File: src/rtl/game_pkg.sv
// Shared state encodings, strobe decoding and frame sequencing for the game controller.
package game_pkg;

    typedef enum logic [3:0] {
        S_INIT         = 4'd0,
        S_DRAW_MAP     = 4'd1,
        S_DRAW_LINK    = 4'd2,
        S_DRAW_ENEMIES = 4'd3,
        S_IDLE         = 4'd4,
        S_GEN_MOVE     = 4'd5,
        S_COLLIDE      = 4'd6,
        S_APPLY        = 4'd7,
        S_MOVE_EN      = 4'd8
    } state_t;

    localparam logic ON  = 1'b1;
    localparam logic OFF = 1'b0;

    localparam int NUM_STROBES = 9;

    // Bit i of the strobe vector belongs to the state encoded as i.
    function automatic logic [NUM_STROBES-1:0] strobe_of(input state_t s);
        strobe_of = 9'b1 << s;
    endfunction

    function automatic state_t next_of(input state_t s);
        case (s)
            S_INIT:         next_of = S_DRAW_MAP;
            S_DRAW_MAP:     next_of = S_DRAW_LINK;
            S_DRAW_LINK:    next_of = S_DRAW_ENEMIES;
            S_DRAW_ENEMIES: next_of = S_IDLE;
            S_IDLE:         next_of = S_GEN_MOVE;
            S_GEN_MOVE:     next_of = S_COLLIDE;
            S_COLLIDE:      next_of = S_APPLY;
            S_APPLY:        next_of = S_MOVE_EN;
            S_MOVE_EN:      next_of = S_DRAW_MAP;
            default:        next_of = S_INIT;
        endcase
    endfunction

endpackage

File: src/rtl/game_control_watchdog.sv
// Saturating dwell counter: expire is high while enabled on the LIMIT-th cycle since the last clear.
module ctrl_watchdog #(
    parameter int unsigned LIMIT = 16
) (
    input  logic clock,
    input  logic reset,
    input  logic clear,
    input  logic enable,
    output logic expire
);

    localparam int W = (LIMIT > 1) ? $clog2(LIMIT) : 1;
    localparam logic [W-1:0] LAST = W'(LIMIT - 1);

    logic [W-1:0] count;

    always_ff @(posedge clock or posedge reset) begin
        if (reset) begin
            count <= '0;
        end else if (clear) begin
            count <= '0;
        end else if (enable && (count != LAST)) begin
            count <= count + W'(1);
        end
    end

    assign expire = enable && (count == LAST);

endmodule

File: src/rtl/game_control.sv
// Per-frame game sequencer: drives one-hot phase strobes to the datapath and waits on its done inputs.
module game_control
    import game_pkg::*;
#(
    parameter int unsigned  COLLIDE_CYCLES = 4,
    parameter logic [19:0]  DRAW_TIMEOUT   = 20'd131072,
    parameter int           FRAME_W        = 16
) (
    input  logic               clock,
    input  logic               reset,
    input  logic               idle_done,
    input  logic               draw_map_done,
    input  logic               draw_link_done,
    input  logic               draw_enemies_done,
    output logic               init,
    output logic               idle,
    output logic               gen_move,
    output logic               check_collide,
    output logic               apply_act_link,
    output logic               move_enemies,
    output logic               draw_map,
    output logic               draw_link,
    output logic               draw_enemies,
    output logic               draw_timeout_err,
    output logic [FRAME_W-1:0] frame_count,
    output logic [3:0]         state_dbg
);

    // Handshake: a strobe stays high for the whole phase; the matching done is a level the
    // datapath raises when finished, honoured only from the second cycle of the phase on.
    state_t                 state, nxt;
    logic                   run, first_cyc;
    logic [NUM_STROBES-1:0] strobes;
    logic                   is_draw, done_sel, done_ok, advance, timed_out;
    logic                   draw_expire, coll_expire;

    ctrl_watchdog #(.LIMIT(DRAW_TIMEOUT)) u_draw_wd (
        .clock (clock),
        .reset (reset),
        .clear (advance),
        .enable(is_draw),
        .expire(draw_expire)
    );

    ctrl_watchdog #(.LIMIT(COLLIDE_CYCLES)) u_coll_wd (
        .clock (clock),
        .reset (reset),
        .clear (advance),
        .enable(state == S_COLLIDE),
        .expire(coll_expire)
    );

    always_comb begin
        is_draw  = (state == S_DRAW_MAP) || (state == S_DRAW_LINK) || (state == S_DRAW_ENEMIES);
        done_sel = OFF;
        case (state)
            S_DRAW_MAP:     done_sel = draw_map_done;
            S_DRAW_LINK:    done_sel = draw_link_done;
            S_DRAW_ENEMIES: done_sel = draw_enemies_done;
            S_IDLE:         done_sel = idle_done;
            default:        done_sel = OFF;
        endcase
        done_ok   = done_sel && !first_cyc;
        timed_out = is_draw && draw_expire && !done_ok;
        case (state)
            S_INIT:                                  advance = run;
            S_DRAW_MAP, S_DRAW_LINK, S_DRAW_ENEMIES: advance = done_ok || draw_expire;
            S_IDLE:                                  advance = done_ok;
            S_COLLIDE:                               advance = coll_expire;
            default:                                 advance = ON;
        endcase
        nxt = advance ? next_of(state) : state;
    end

    // The first cycle after reset release is spent in S_INIT with init high.
    always_ff @(posedge clock or posedge reset) begin
        if (reset) begin
            state            <= S_INIT;
            run              <= OFF;
            first_cyc        <= OFF;
            strobes          <= '0;
            draw_timeout_err <= OFF;
            frame_count      <= '0;
        end else begin
            run       <= ON;
            first_cyc <= advance;
            state     <= nxt;
            strobes   <= strobe_of(nxt);
            if (timed_out) begin
                draw_timeout_err <= ON;
            end
            if ((state == S_DRAW_ENEMIES) && advance) begin
                frame_count <= frame_count + FRAME_W'(1);
            end
        end
    end

    assign {move_enemies, apply_act_link, check_collide, gen_move, idle,
            draw_enemies, draw_link, draw_map, init} = strobes;
    assign state_dbg = state;

endmodule

File: config.mk
export PLATFORM = sky130hd
export DESIGN_NAME = game_control
export DESIGN_NICKNAME = d
export VERILOG_FILES = /design/src/rtl/game_pkg.sv /design/src/rtl/game_control_watchdog.sv /design/src/rtl/game_control.sv
export SDC_FILE = /design/constraint.sdc
export NUM_CORES = 1
export LEC_CHECK = 0
export BUFFER_PORTS_ARGS = -buffer_cell sky130_fd_sc_hd__clkbuf_2
export CAP_MARGIN = 40
export CORE_ASPECT_RATIO = 0.8
export CORE_MARGIN = 2
export CORE_UTILIZATION = 25
export CTS_CLUSTER_SIZE = 16
export DETAILED_ROUTE_END_ITERATION = 7
export PLACE_DENSITY = 0.49
export RECOVER_POWER = 25
export SLEW_MARGIN = 30
export SYNTH_ARGS = -nofsm -noshare
export SYNTH_HDL_FRONTEND = slang
export SYNTH_SLANG_ARGS = --single-unit
File: constraint.sdc
create_clock -name clock -period 2.3 [get_ports clock]
set_input_delay 0.46 -clock clock [delete_from_list [all_inputs] [get_ports clock]]
set_output_delay 0.46 -clock clock [all_outputs]
set_load 0.01 [all_outputs]
Yosys cells after proc, flatten, opt, wreduce, memory -nomap -nowiden
Memories as Yosys holds them, arrays and structs flattened.
Cells that the tools add are included.
{"block": "op_classes", "n_reduce_logical": 17, "shift": 1, "n_eq_ne": 9, "addsub": 3, "muxes": 7}
{"op": "two-way mux 17 bit", "count": 2}
{"op": "adder 17 x 1 -> 17 bit, second input constant", "count": 1}
{"op": "== test 17 bit, second input constant", "count": 1}
{"op": "inequality test 17 bit, second input constant", "count": 1}
{"op": "adder 16 x 1 -> 16 bit, second input constant", "count": 1}
{"op": "<< shifter 1 x 4 -> 9 bit, first input constant", "count": 1}
{"op": "== test 4 x 2 -> 1 bit, second input constant", "count": 2}
{"op": "== test 4 x 3 -> 1 bit, second input constant", "count": 2}
{"op": "logical AND 1 bit", "count": 8}
{"op": "case mux 1 bit (4 select lines)", "count": 2}
{"op": "== test 4 x 1 -> 1 bit, second input constant", "count": 1}
{"op": "zero test 4 bit", "count": 1}
{"op": "two-way mux 2 bit", "count": 2}
{"op": "two-way mux 4 bit", "count": 1}
{"op": "nonzero test 2 bit", "count": 2}
{"op": "logical OR 1 bit", "count": 3}
{"op": "OR reduction 3 bit", "count": 1}
{"op": "adder 2 x 1 -> 2 bit, second input constant", "count": 1}
{"op": "== test 2 bit, second input constant", "count": 1}
{"op": "zero test 1 bit", "count": 2}
{"op": "inequality test 2 bit, second input constant", "count": 1}
{"block": "word_totals", "mem_count": 1, "register_bits": 51, "word_cells": 46, "input_bits": 6, "rom_bits": 64, "out_inout_bits": 30}
{"memory": "(no name shown)", "words": 16, "width": 4, "read_ports": 1, "rd_clocked_by_memory_dff": 0, "wr": 0, "line": "game_pkg.sv:27", "source": "case (s)"}

Depth between registers and ports, before layout
{"block": "logic_depth", "word_depth": 8, "ltp_mapped": 12, "mapped_depth_nobuf": 9}

Hierarchy
A second synthesis with hierarchy kept.
{"block": "unflattened", "cells_unflattened": 258, "area_unflattened_um2": 2658.8}
{"mod": "game_control", "area_each_um2": 1621.6, "instances": 1, "seq_area_each_um2": 800.8, "cells_each": 153}
{"mod": "ctrl_watchdog (u_draw_wd)", "area_each_um2": 902.1, "instances": 1, "seq_area_each_um2": 425.4, "cells_each": 93}
{"mod": "ctrl_watchdog (u_coll_wd)", "area_each_um2": 135.1, "instances": 1, "seq_area_each_um2": 50.0, "cells_each": 12}

Least setup slack after synthesis
No wires, ideal clock.
{"block": "synth_timing", "path_kind": "register -> register", "startpoint": "register state[0], in the netlist state_dbg[0]", "endpoint": "register strobes[6]", "arrival_ps": 2308, "synth_period_minus_slack_ps": 2440, "stages_incl_launch_ff": 12, "n_path_buf": 3, "setup_time_ps": 131, "setup_slack_ps": -140, "required_time_ps": 2169, "path_cell_list": "dfrtp_1 -> clkbuf_1 -> inv_1 -> ha_1 -> nor3_1 -> nand3b_1 -> and4_1 -> buf_6 -> inv_2 -> buf_4 -> o21ai_1 -> o22ai_1"}
{"block": "synth_via", "elab_chain_len": 8, "elab_cells_between_ends": 18, "cone_classes": "eq/ne: 5; shift: 1; mux: 3; reduce/logical: 8; memory: 1"}
{"element": "from (decl)", "line": "game_control.sv:31", "source": "state_t state, nxt;"}
{"element": "from (signal assigned)", "line": "game_control.sv:87", "source": "state <= nxt;"}
{"element": "parallel branches: the longest is 6 deep, another holds == test 4 x 3 -> 1 bit"}
{"element": "two-way mux 4 bit *", "line": "game_control.sv:72", "source": "nxt = advance ? next_of(state) : state;"}
{"element": "<< shifter 1 x 4 -> 9 bit *", "line": "game_pkg.sv:23", "source": "strobe_of = 9'b1 << s;"}
{"element": "to (signal assigned)", "line": "game_control.sv:88", "source": "strobes <= strobe_of(nxt);"}
{"element": "to (decl)", "line": "game_control.sv:33", "source": "logic [NUM_STROBES-1:0] strobes;"}
Every way passes the cells marked *.
A chain may end at the register's enable or synchronous reset.

Final worst setup path
{"block": "layout_timing", "startpoint": "register state[1], in the netlist state_dbg[1]", "endpoint": "register frame_count[4]"}
{"block": "layout_via", "elab_chain_len": 7, "elab_cells_between_ends": 16, "cone_classes": "eq/ne: 5; mux: 2; reduce/logical: 9"}
{"element": "parallel branches: the longest is 6 deep, another holds == test 4 x 3 -> 1 bit"}
{"element": "logical AND 1 bit *", "line": "game_control.sv:92", "source": "if ((state == S_DRAW_ENEMIES) && advance) begin"}
{"element": "to (signal assigned)", "line": "game_control.sv:93", "source": "frame_count <= frame_count + FRAME_W'(1);"}
{"element": "to (decl)", "line": "game_control.sv:25", "source": "output logic [FRAME_W-1:0] frame_count,"}
Marked as above.

==> metrics.yaml <==
drc: 0
startpoint_type: "flip-flop"
yosysWarningCount: 0
grt_pass1_wl_um: 9930
synthFlopType: "dfrtp_1"
layout.area.seq_um2: 1280
post_dp_cell_area_um2: 3120
setup_viol: 0
status: "finished, final reports clean"
rsz0062_at_grt: "no"
ios: 36
drive_above_1_share_pct: 30.0
worstHoldPathCells: 1
wire_per_inst_um: 13.0
max-clock-path-buffers: 2
async_flop_share_pct: 100
slew_violations: 0
fillCellCount: 1073
port_buffers: 35
synth_edf_count: 0
insertedDiodeCount: 0
drtPass1Iterations: 4
gr-total-overflow: 0
synth-seq-cells: 51
crit_arrival_ns: 2.38
area_growth_pct: 29.0
num_rows: 33
clock-sinks: 51
synth_nets: 264
core_um2: 10200
peakVddDrop_mv: 0.620
syn_avg_cell_area_um2: 10.3
final_cell_mix: "49 x dfrtp_1, 36 x clkbuf_2, 32 x buf_4"
insertion_delay_ns: 0.28
required_ns: 2.47
cts_tree: "done"
ff2ff_path_depth: 8
cap_violations: 0
synth_cells: 249
design_area_um2: 3320
synth_top_area_cell: "dfrtp_1"
placedCellCount: 444
fin_nets: 328
fin_crit_sh_pct: 96.1
syn_area_um2: 2570
multi_input_area_um2: 1250
instances_no_fill: 453
numCtsBuffers: 5
grt_max_degree: 52
period_needed_ns: 2.21
finalSetupTns_ns: 0
place_ws_ns: 0.0107
end_kind: "flip-flop"
worst-slew-pin-transition_ns: 1.27
fp.dieW_um: 117
dieArea_um2: 11100
dieHeight_um: 94.8
ant_nets: 0
worst_slack_ns: 0.0902
viasPerCell: 4.54
clk_pin_slew_worst_paths_ns: 0.06
synth.area.top_cells: "dfrtp_1 50%, xor2_1 6.1%, ha_1 4.4%"
antenna_found_initial: 0
grt_pass1_vias: 2029
power_density_nw_per_um2: 1160
track_usage_pct: 11.1
final_common_cell: "dfrtp_1"
timing_worst_setup_path_type: "reg2reg"
netlist.area_leader.share_pct: 49.6
timing.fmax_mhz: 453
hold_violations: 0
slew_headroom_pct: 15.5
htreeDepth: 2
start_util_pct: 25.4
p_leak_nw: 1.53
gp_congestion: 0.722
num_vias: 2058
hpwl_um: 4310
drt_wl_total_um: 5880
hold_class: "reg2reg"
synth_cell_type_count: 47
cts_root_buf: "clkbuf_16"
crit_fanout: 9
drt-initial-drc-count: 117
ys_seq_area_share_pct: 49.6
skew_ns: 0.00220
synthesized netlist by cell type, drive strengths merged (2+ instances only):
cell type  instances
dfrtp             51
nor2              26
xor2              18
nand2             15
nand3             15
nand4             15
xnor2             13
and3              11
ha                 9
inv                9
clkbuf             6
a21oi              5
buf                5
nor3               5
nor4b              5
o21ai              5
o22ai              4
a22oi              3
nand2b             3
nor4               3
nand3b             2
nor2b              2
o21bai             2
o32ai              2
path summary, 6_finish.rpt:
kind,startpoint,to,slack [ns]
worst max-delay path,state_dbg[1],frame_count[4],0.09
worst min-delay path,frame_count[15],frame_count[15],0.48
worst max register to register,state_dbg[1],frame_count[4],0.09
worst min register to register,frame_count[15],frame_count[15],0.48
max in group asynchronous,reset,state_dbg[0],0.87
min in group asynchronous,reset,frame_count[13],0.57
cell families (layout without fill, tap and decap cells):
| group | Yosys count | after routing | share of synthesized area [%] |
|---|---|---|---|
| AO/OA/AOI/OAI | 28 | 28 | 7.34 |
| XOR/XNOR | 31 | 31 | 10.8 |
| adder cells (fa/ha/maj) | 9 | 9 | 4.37 |
| buffers and inverters | 20 | 84 | 3.50 |
| flip-flops | 51 | 51 | 49.6 |
| multiplexers | 2 | 2 | 0.826 |
| other | 1 | 1 | 0.146 |
| AND/OR/NAND/NOR | 107 | 107 | 23.4 |
area by class of cell:
| cell class | count | area share (%) |
|---|---|---|
| clock buffers | 6 | 3.88 |
| clock inverters | 1 | 0.904 |
| inverters | 9 | 1.02 |
| multi-input cells | 178 | 37.8 |
| flip-flops and latches | 51 | 38.5 |
| well taps | 140 | 5.27 |
| repair buffers | 68 | 12.7 |
what timing repair did:
item	CTS	global route
setup buffers	0	2
pin swaps	0	3
hold endpoints to repair	0	0
hold buffers	0	0
endpoints found under the setup margin	1	16
gates resized for setup	1	8
flip-flops by register name, summed over array words and instances, names as in the netlist:
name              count
strobes               9
state_dbg             4
run                   1
u_draw_wd.count      17
draw_timeout_err      1
u_coll_wd.count       2
frame_count          16
first_cyc             1
report_power, final:
part           internal [W]  total (W)  switching (W)
logic              0.000739    0.00187        0.00113
clock network      0.000508   0.000819       0.000311
registers           0.00104    0.00116       0.000121
per-stage QoR:
step | util, % | power [W] | hold WS (ns)
after global routing | 32.7 | 0.00415 | 0.498
after floorplan | - | 0.00241 | 0.490
after CTS | 32.4 | 0.00385 | 0.207
after global placement | 30.8 | 0.00300 | 0.461
final | 32.7 | 0.00385 | 0.478
after detailed placement | 30.8 | 0.00300 | 0.472
worst max-delay path, cell delays in order (launching register included):
cell and delay (ns):
dfrtp_2 0.43, inv_2 0.09, ha_2 0.20, a22oi_1 0.09, a2111o_1 0.40, and4_4 0.19, buf_4 0.17, or3_4 0.40
xnor2_2 0.13
per-layer routing:
layer	up-vias	wire (um)	GRT usage, %
met5	-	0	0
met4	0	75	3.71
met3	6	298	2.60
met2	47	2330	15.9
met1	999	3170	16.3
li1	1006	-	-
Power figures use the tool's default switching activity.
